## config.mk

```make
export PLATFORM = sky130hd
export DESIGN_NAME = operand_sequencer
export DESIGN_NICKNAME = d
export VERILOG_FILES = /design/src/rtl/opseq_pkg.sv /design/src/rtl/operand_sequencer.sv
export SDC_FILE = /design/constraint.sdc
export NUM_CORES = 1
export LEC_CHECK = 0
export BUFFER_PORTS_ARGS = -buffer_cell sky130_fd_sc_hd__buf_2
export CORE_MARGIN = 2
export CORE_UTILIZATION = 28
export CTS_CLUSTER_SIZE = 40
export DETAILED_ROUTE_END_ITERATION = 7
export SYNTH_ARGS = -nofsm -noshare
export SYNTH_HDL_FRONTEND = slang
export SYNTH_SLANG_ARGS = --single-unit
```

## constraint.sdc

```tcl
create_clock -name clk -period 2.7 [get_ports clk]
set_input_delay 0.405 -clock clk [delete_from_list [all_inputs] [get_ports clk]]
set_output_delay 0.405 -clock clk [all_outputs]
set_load 0.05 [all_outputs]
```

## src/rtl/opseq_pkg.sv

```systemverilog
// Shared types and default parameters for the operand sequencer.
package opseq_pkg;

   localparam int unsigned DEF_WIDTH   = 8;
   localparam int unsigned DEF_TIMEOUT = 255;
   localparam int unsigned CNT_W       = 8;

   typedef enum logic [1:0] {
      IDLE   = 2'd0,
      WAIT_B = 2'd1,
      EXEC   = 2'd2,
      HOLD   = 2'd3
   } opseq_state_e;

endpackage

```

## src/rtl/operand_sequencer.sv

```systemverilog
// Collects two operands, lets a downstream combinational stage compute for one
// cycle and holds the registered result until taken. Optional WAIT_B timeout: OPSEQ_TIMEOUT_EN.
module operand_sequencer
   import opseq_pkg::*;
#(
   parameter int unsigned WIDTH   = DEF_WIDTH,
   parameter int unsigned TIMEOUT = DEF_TIMEOUT
) (
   input  logic             clk,
   input  logic             rst_n,
   input  logic             ena,
   input  logic [WIDTH-1:0] in_data,
   input  logic             in_valid,
   output logic             in_ready,
   output logic [WIDTH-1:0] op_a,
   output logic [WIDTH-1:0] op_b,
   input  logic [WIDTH-1:0] stage_y,
   output logic [WIDTH-1:0] res_data,
   output logic             res_valid,
   input  logic             res_ready,
   output logic             busy,
   output logic             err
);

   if (TIMEOUT == 0 || TIMEOUT > 255) begin : g_bad_timeout
      $error("TIMEOUT must fit the 8-bit wait counter (1..255)");
   end

   opseq_state_e     r_state;
   opseq_state_e     w_state_nxt;
   logic [WIDTH-1:0] r_op_a;
   logic [WIDTH-1:0] r_op_b;
   logic [WIDTH-1:0] r_res_data;
   logic [WIDTH-1:0] w_op_a_nxt;
   logic [WIDTH-1:0] w_op_b_nxt;
   logic [WIDTH-1:0] w_res_nxt;
   logic             r_res_valid;
   logic             r_busy;
   logic             w_in_ready;

`ifdef OPSEQ_TIMEOUT_EN
   logic [CNT_W-1:0] r_cnt;
   logic [CNT_W-1:0] w_cnt_nxt;
   logic             r_err;
   logic             w_err_nxt;
`endif

   // Next-state and datapath update; everything freezes while ena is low.
   always_comb begin
      w_state_nxt = r_state;
      w_op_a_nxt  = r_op_a;
      w_op_b_nxt  = r_op_b;
      w_res_nxt   = r_res_data;
      w_in_ready  = 1'b0;
`ifdef OPSEQ_TIMEOUT_EN
      w_cnt_nxt   = r_cnt;
      w_err_nxt   = 1'b0;
`endif
      if (ena) begin
         case (r_state)
            IDLE: begin
               w_in_ready = 1'b1;
               if (in_valid) begin
                  w_op_a_nxt  = in_data;
                  w_state_nxt = WAIT_B;
`ifdef OPSEQ_TIMEOUT_EN
                  w_cnt_nxt   = '0;
`endif
               end
            end
            WAIT_B: begin
               w_in_ready = 1'b1;
               if (in_valid) begin
                  w_op_b_nxt  = in_data;
                  w_state_nxt = EXEC;
`ifdef OPSEQ_TIMEOUT_EN
                  w_cnt_nxt   = '0;
               end else if (r_cnt == CNT_W'(TIMEOUT - 1)) begin
                  w_state_nxt = IDLE;
                  w_err_nxt   = 1'b1;
                  w_cnt_nxt   = '0;
               end else begin
                  w_cnt_nxt   = r_cnt + CNT_W'(1);
`endif
               end
            end
            EXEC: begin
               w_res_nxt   = stage_y;
               w_state_nxt = HOLD;
            end
            HOLD: begin
               if (res_ready) begin
                  w_state_nxt = IDLE;
               end
            end
            default: w_state_nxt = IDLE;
         endcase
      end
   end

   always_ff @(posedge clk or negedge rst_n) begin
      if (!rst_n) begin
         r_state     <= IDLE;
         r_op_a      <= '0;
         r_op_b      <= '0;
         r_res_data  <= '0;
         r_res_valid <= 1'b0;
         r_busy      <= 1'b0;
      end else begin
         r_state     <= w_state_nxt;
         r_op_a      <= w_op_a_nxt;
         r_op_b      <= w_op_b_nxt;
         r_res_data  <= w_res_nxt;
         r_res_valid <= (w_state_nxt == HOLD);
         r_busy      <= (w_state_nxt != IDLE);
      end
   end

`ifdef OPSEQ_TIMEOUT_EN
   always_ff @(posedge clk or negedge rst_n) begin
      if (!rst_n) begin
         r_cnt <= '0;
         r_err <= 1'b0;
      end else begin
         r_cnt <= w_cnt_nxt;
         r_err <= w_err_nxt;
      end
   end

   assign err = r_err;
`else
   assign err = 1'b0;
`endif

   // Gated by rst_n so every output reads 0 while reset is held.
   assign in_ready  = w_in_ready & rst_n;
   assign op_a      = r_op_a;
   assign op_b      = r_op_b;
   assign res_data  = r_res_data;
   assign res_valid = r_res_valid;
   assign busy      = r_busy;

endmodule

```

-- After elaboration in Yosys (flattened, before gate mapping)
Cells that the tools add are included.
- register bits: 28
- input port bits: 21
- output and inout bits: 28
- equality and inequality tests: 4
- mux-type cells: 7
- bitwise gates (word level): 1
- reduce and logical (&&, ||, !) cells: 6
- operators with widths (operator ; count):
    $mux W2 ; 4
    $pmux W2 S4 ; 1
    $eq A2 B2 Y1 const B ; 3
    $reduce_and A3 Y1 ; 2
    $eq A2 B1 Y1 const B ; 1
    $logic_not A2 Y1 ; 1
    $mux W1 ; 2
    $reduce_and A2 Y1 ; 1
    $reduce_bool A2 Y1 ; 1
    $reduce_or A2 Y1 ; 1
    $and A1 B1 Y1 ; 1

-- Longest topological paths before layout
- word-level depth: 5
- gate-level depth with buffers: 3

-- Least setup slack after synthesis
Ideal clock, no wire load.
- path kind: register -> output
- start: reg r_state[1]
- end: out in_ready
- arrival time: 1027 ps
- data required time: 2295 ps
- path slack: 1268 ps
- stages on the path, launching flop included: 3
- cell sequence: dfrtp_1 buf_4 and3b_1
- word-level cells in the longest chain between the ends: 5
- elaborated cells on any way between the ends: 6
- ends and longest elaborated chain (what ; RTL line ; source):
    start: declaration ; operand_sequencer.sv:29 ; opseq_state_e r_state;
    start signal: assignment ; operand_sequencer.sv:110 ; r_state <= w_state_nxt;
    $eq A2 B1 Y1 or $logic_not A2 Y1 (tied branches) ; operand_sequencer.sv:60 ; case (r_state)
    $reduce_or A2 Y1 (no source line) * ; n/a ;
    $mux W1 * ; operand_sequencer.sv:60 ;
    $mux W1 * ; operand_sequencer.sv:59 ; if (ena) begin
    $and A1 B1 Y1 * ; operand_sequencer.sv:136 ; assign in_ready = w_in_ready & rst_n;
    end: declaration ; operand_sequencer.sv:14 ; output logic in_ready,
Every way passes the cells marked *; elsewhere a longest branch is shown, timed or not.

-- Worst setup path after layout
Same ends and word-level chain as after synthesis.

==> results.md <==
Floorplanning:
- From bottom edge to top edge, the die measures 69.1 um.
- The die footprint is 0.00477 sq mm.
- The die is 69.1 um wide.
- In this run the count of I/O pins placed on the die edge is 49.
- For this configuration, the core starts out at a cell density of 29.4%.
- The total core area is 0.00403 sq mm.
- Row generation in the floorplan step produced 23 rows.

Global routing:
- In the global route stage, overall resource usage came out at 10.0%.
- Entering global routing, the biggest net connects 29 pins.
- The leftover overflow at the end of global routing is 0.
- The via count of the first global-routing pass came to 769.
- The initial antenna violation count was 0.
- The wire length of the first global-routing pass is 3.88 mm.

Place:
- The routability-driven placement congestion ratio is 0.730.
- The number of cells in the design after placement is 165.
- The wire-length estimate of the detail-placed layout is 1.77 mm.
- The placement-stage cell area is 0.00145 sq mm.
- Input and output buffers added on the ports amount to 47.

Critical path:
- The worst setup path is launched from a flip-flop.
- The depth of the worst register-to-register path is 2.
- The maximum fanout count along the critical path is 11.
- The start of the worst register-to-register path is r_state[1]$_DFF_PN0_.
- The worst flop-to-flop path endpoint is op_a[1]$_DFFE_PN0P_.
- The register-to-register path setup slack is 1.05 ns.
- STA puts the critical path data arrival time at 1.30 ns.
- The nature of the critical path endpoint is an output pin.
- For the worst setup path, the data required time is 2.30 ns.
- The timing startpoint of the critical path is r_state[1]$_DFF_PN0_.
- The kind of critical path is reg -> out.

Yosys:
- The share of Yosys cell area claimed by the top area cell type is 59.1%.
- After synthesis, flip-flops and latches occupy 59.1% of the total area.
- The count of yosys warnings during synthesis is 0.
- Counting flops and latches in the post-synthesis netlist gives 28.
- The cell area that synthesis handed to floorplanning was 0.00118 sq mm.
- A synthesized cell averages 16.5 sq um.
- The gate count of the mapped netlist is 72.
- The total nets after synthesis is 93.
- By area the synthesized netlist is led by sky130_fd_sc_hd__dfrtp_1, sky130_fd_sc_hd__mux2_2, sky130_fd_sc_hd__mux2_4, sky130_fd_sc_hd__nand4b_4, sky130_fd_sc_hd__buf_6.
- After synthesis, the netlist uses 20 different library cells.
- Of all cell types, the one taking the most synthesized area is sky130_fd_sc_hd__dfrtp_1.

Timing:
- The clock arrives with 0.00524 ns of skew.
- At the pin with the least slew margin, the transition time is 0.532 ns.
- The total negative slack for setup checks is 0 ns.
- Headroom to the max-slew limit came out at 64.5%.
- The final max-slew violation count is 0.
- Setup violations remaining at the end of the flow were counted as 0.
- The maximum frequency from static timing analysis is 0.588 GHz.
- The count of endpoints failing hold in the final timing report was 0.
- The final critical path takes up 63.0% of the cycle.
- After layout, the minimum clock period comes to 1.70 ns.
- Setup repair after global routing left no endpoint under its margin.

Final layout:
- The final instance count without filler cells is 169.
- The net count of the finished layout is 141.
- Counting the fill cells in the layout gives 411.
- The area growth from synthesis to layout is 28.2%.
- Of the cells placed in the final design, the portion with a size suffix greater than 1 is 64.7%.
- The finished cells cover 0.00152 sq mm.
- The antenna cell count is 0.

CTS:
- The number of CTS-inserted buffers is 3.
- The clock root buffer master is sky130_fd_sc_hd__clkbuf_8.
- The maximum level of the CTS H-tree is 1.
- The clock tree from TritonCTS is done.
- The maximum buffer depth of the clock tree is 2.
- In this run, post-CTS repair resized a total of 0 instances.
- Clock-pin slew was measured on the worst setup and hold paths at 0.10 ns.
- In this run, post-CTS hold repair placed 0 buffers.
- The TritonCTS sink count is 28.
- The clock latency at the later pin of the worst-skew pair is 0.27 ns.
- In this run the post-CTS setup repair buffer count came out at 0.

Drt:
- After detailed routing, the number of vias per cell comes to 4.50.
- The number of design rule violations left after detail routing is 0.
- The remaining antenna violation count after routing is 0.
- The total routed wirelength is 2.33 mm.
- For this block, the initial DRC count from the detailed router was 26.
- The number of vias in the routed layout is 761.
- In the final routed layout, each cell accounts on average for 13.8 um.
- The first detailed-routing pass ran for 2 iterations.

Worst hold path:
- The min-delay analysis places its worst path in the category in -> async.

Run:
- Across the run, the number of max-cap violations was 0.

Outcome:
- The run finished with clean final reports.
[cells by family after synthesis]
group                  Yosys count  synth area share, %
buffers and inverters            5                 3.59
other                            1                0.316
DFF                             28                 59.1
muxes                           25                 26.2
and+or+nand+nor                  5                 5.81
AOI/OAI and AO/OA                8                 4.96
[critical path: stages (launching register included)]
cell and delay (ns):
sky130_fd_sc_hd__dfrtp_1 0.52, sky130_fd_sc_hd__and3b_1 0.25, sky130_fd_sc_hd__buf_2 0.25
[cell usage after synthesis]
| cell type | n |
|---|---|
| sky130_fd_sc_hd__dfrtp_1 | 28 |
| sky130_fd_sc_hd__mux2_2 | 15 |
| sky130_fd_sc_hd__mux2_4 | 8 |
| sky130_fd_sc_hd__a31oi_1 | 2 |
| sky130_fd_sc_hd__a41oi_1 | 2 |
| sky130_fd_sc_hd__buf_4 | 2 |
| sky130_fd_sc_hd__buf_6 | 2 |
| sky130_fd_sc_hd__a211oi_1 | 1 |
| sky130_fd_sc_hd__and3b_1 | 1 |
| sky130_fd_sc_hd__and4bb_1 | 1 |
| sky130_fd_sc_hd__buf_2 | 1 |
| sky130_fd_sc_hd__conb_1 | 1 |
| sky130_fd_sc_hd__mux2_1 | 1 |
| sky130_fd_sc_hd__mux2i_1 | 1 |
| sky130_fd_sc_hd__nand2_1 | 1 |
| sky130_fd_sc_hd__nand3b_4 | 1 |
| sky130_fd_sc_hd__nand4b_4 | 1 |
| sky130_fd_sc_hd__o21a_1 | 1 |
| sky130_fd_sc_hd__o21ai_0 | 1 |
| sky130_fd_sc_hd__o22a_1 | 1 |
[how the worst max path moves through the flow]
stage / cells past startpoint / end
after floorplan: 2 / in_ready
after global placement: 3 / op_a[3]$_DFFE_PN0P_
after detailed placement: 3 / op_a[3]$_DFFE_PN0P_
after CTS: 2 / in_ready
after global routing: 2 / in_ready
final: 2 / in_ready
[layout by cell type, fill, tap and decap left out, drive strengths merged]
master	n
buf	48
dfrtp	28
mux2	24
clkbuf	3
a31oi	2
a41oi	2
o21a	1
nand2	1
mux2i	1
o22a	1
a211oi	1
and3b	1
o21ai	1
nand3b	1
and4bb	1
nand4b	1
conb	1
bufinv	1
[layer usage]
metal | share of wire (%) | vias up | GRT usage [%]
li1 | - | 354 | -
met1 | 44 | 369 | 13.5
met2 | 47 | 36 | 15.7
met3 | 8.4 | 2 | 4.09
met4 | 0.52 | 0 | 1.31
met5 | 0 | - | 0
[area by class of cell]
type | count | area [sq um] | share of cell area (%)
clock buffer | 3 | 41.3 | 2.72
clock inverter | 1 | 30.0 | 1.98
multi-input combinational | 39 | 442 | 29.1
sequential | 28 | 701 | 46.1
tap | 50 | 62.6 | 4.12
timing repair buffer | 48 | 243 | 16.0
[flip-flops by register name, indices dropped and copies added, names as in the netlist]
signal     cells
res_valid      1
op_b           8
r_state        2
op_a           8
res_data       8
busy           1
[stage by stage]
stage	utilization, %	worst slack (ns)	hold slack [ns]
2_1_floorplan	-	1.27	0.109
3_5_place_dp	35.9	0.990	0.481
5_1_grt	37.7	0.907	0.186
3_3_place_gp	35.9	1.05	0.463
6_report	37.7	0.999	0.167
4_1_cts	37.7	0.976	0.169
Power is not shown: default switching activity piles up to over one toggle a cycle in this logic, so the estimate is an artifact.
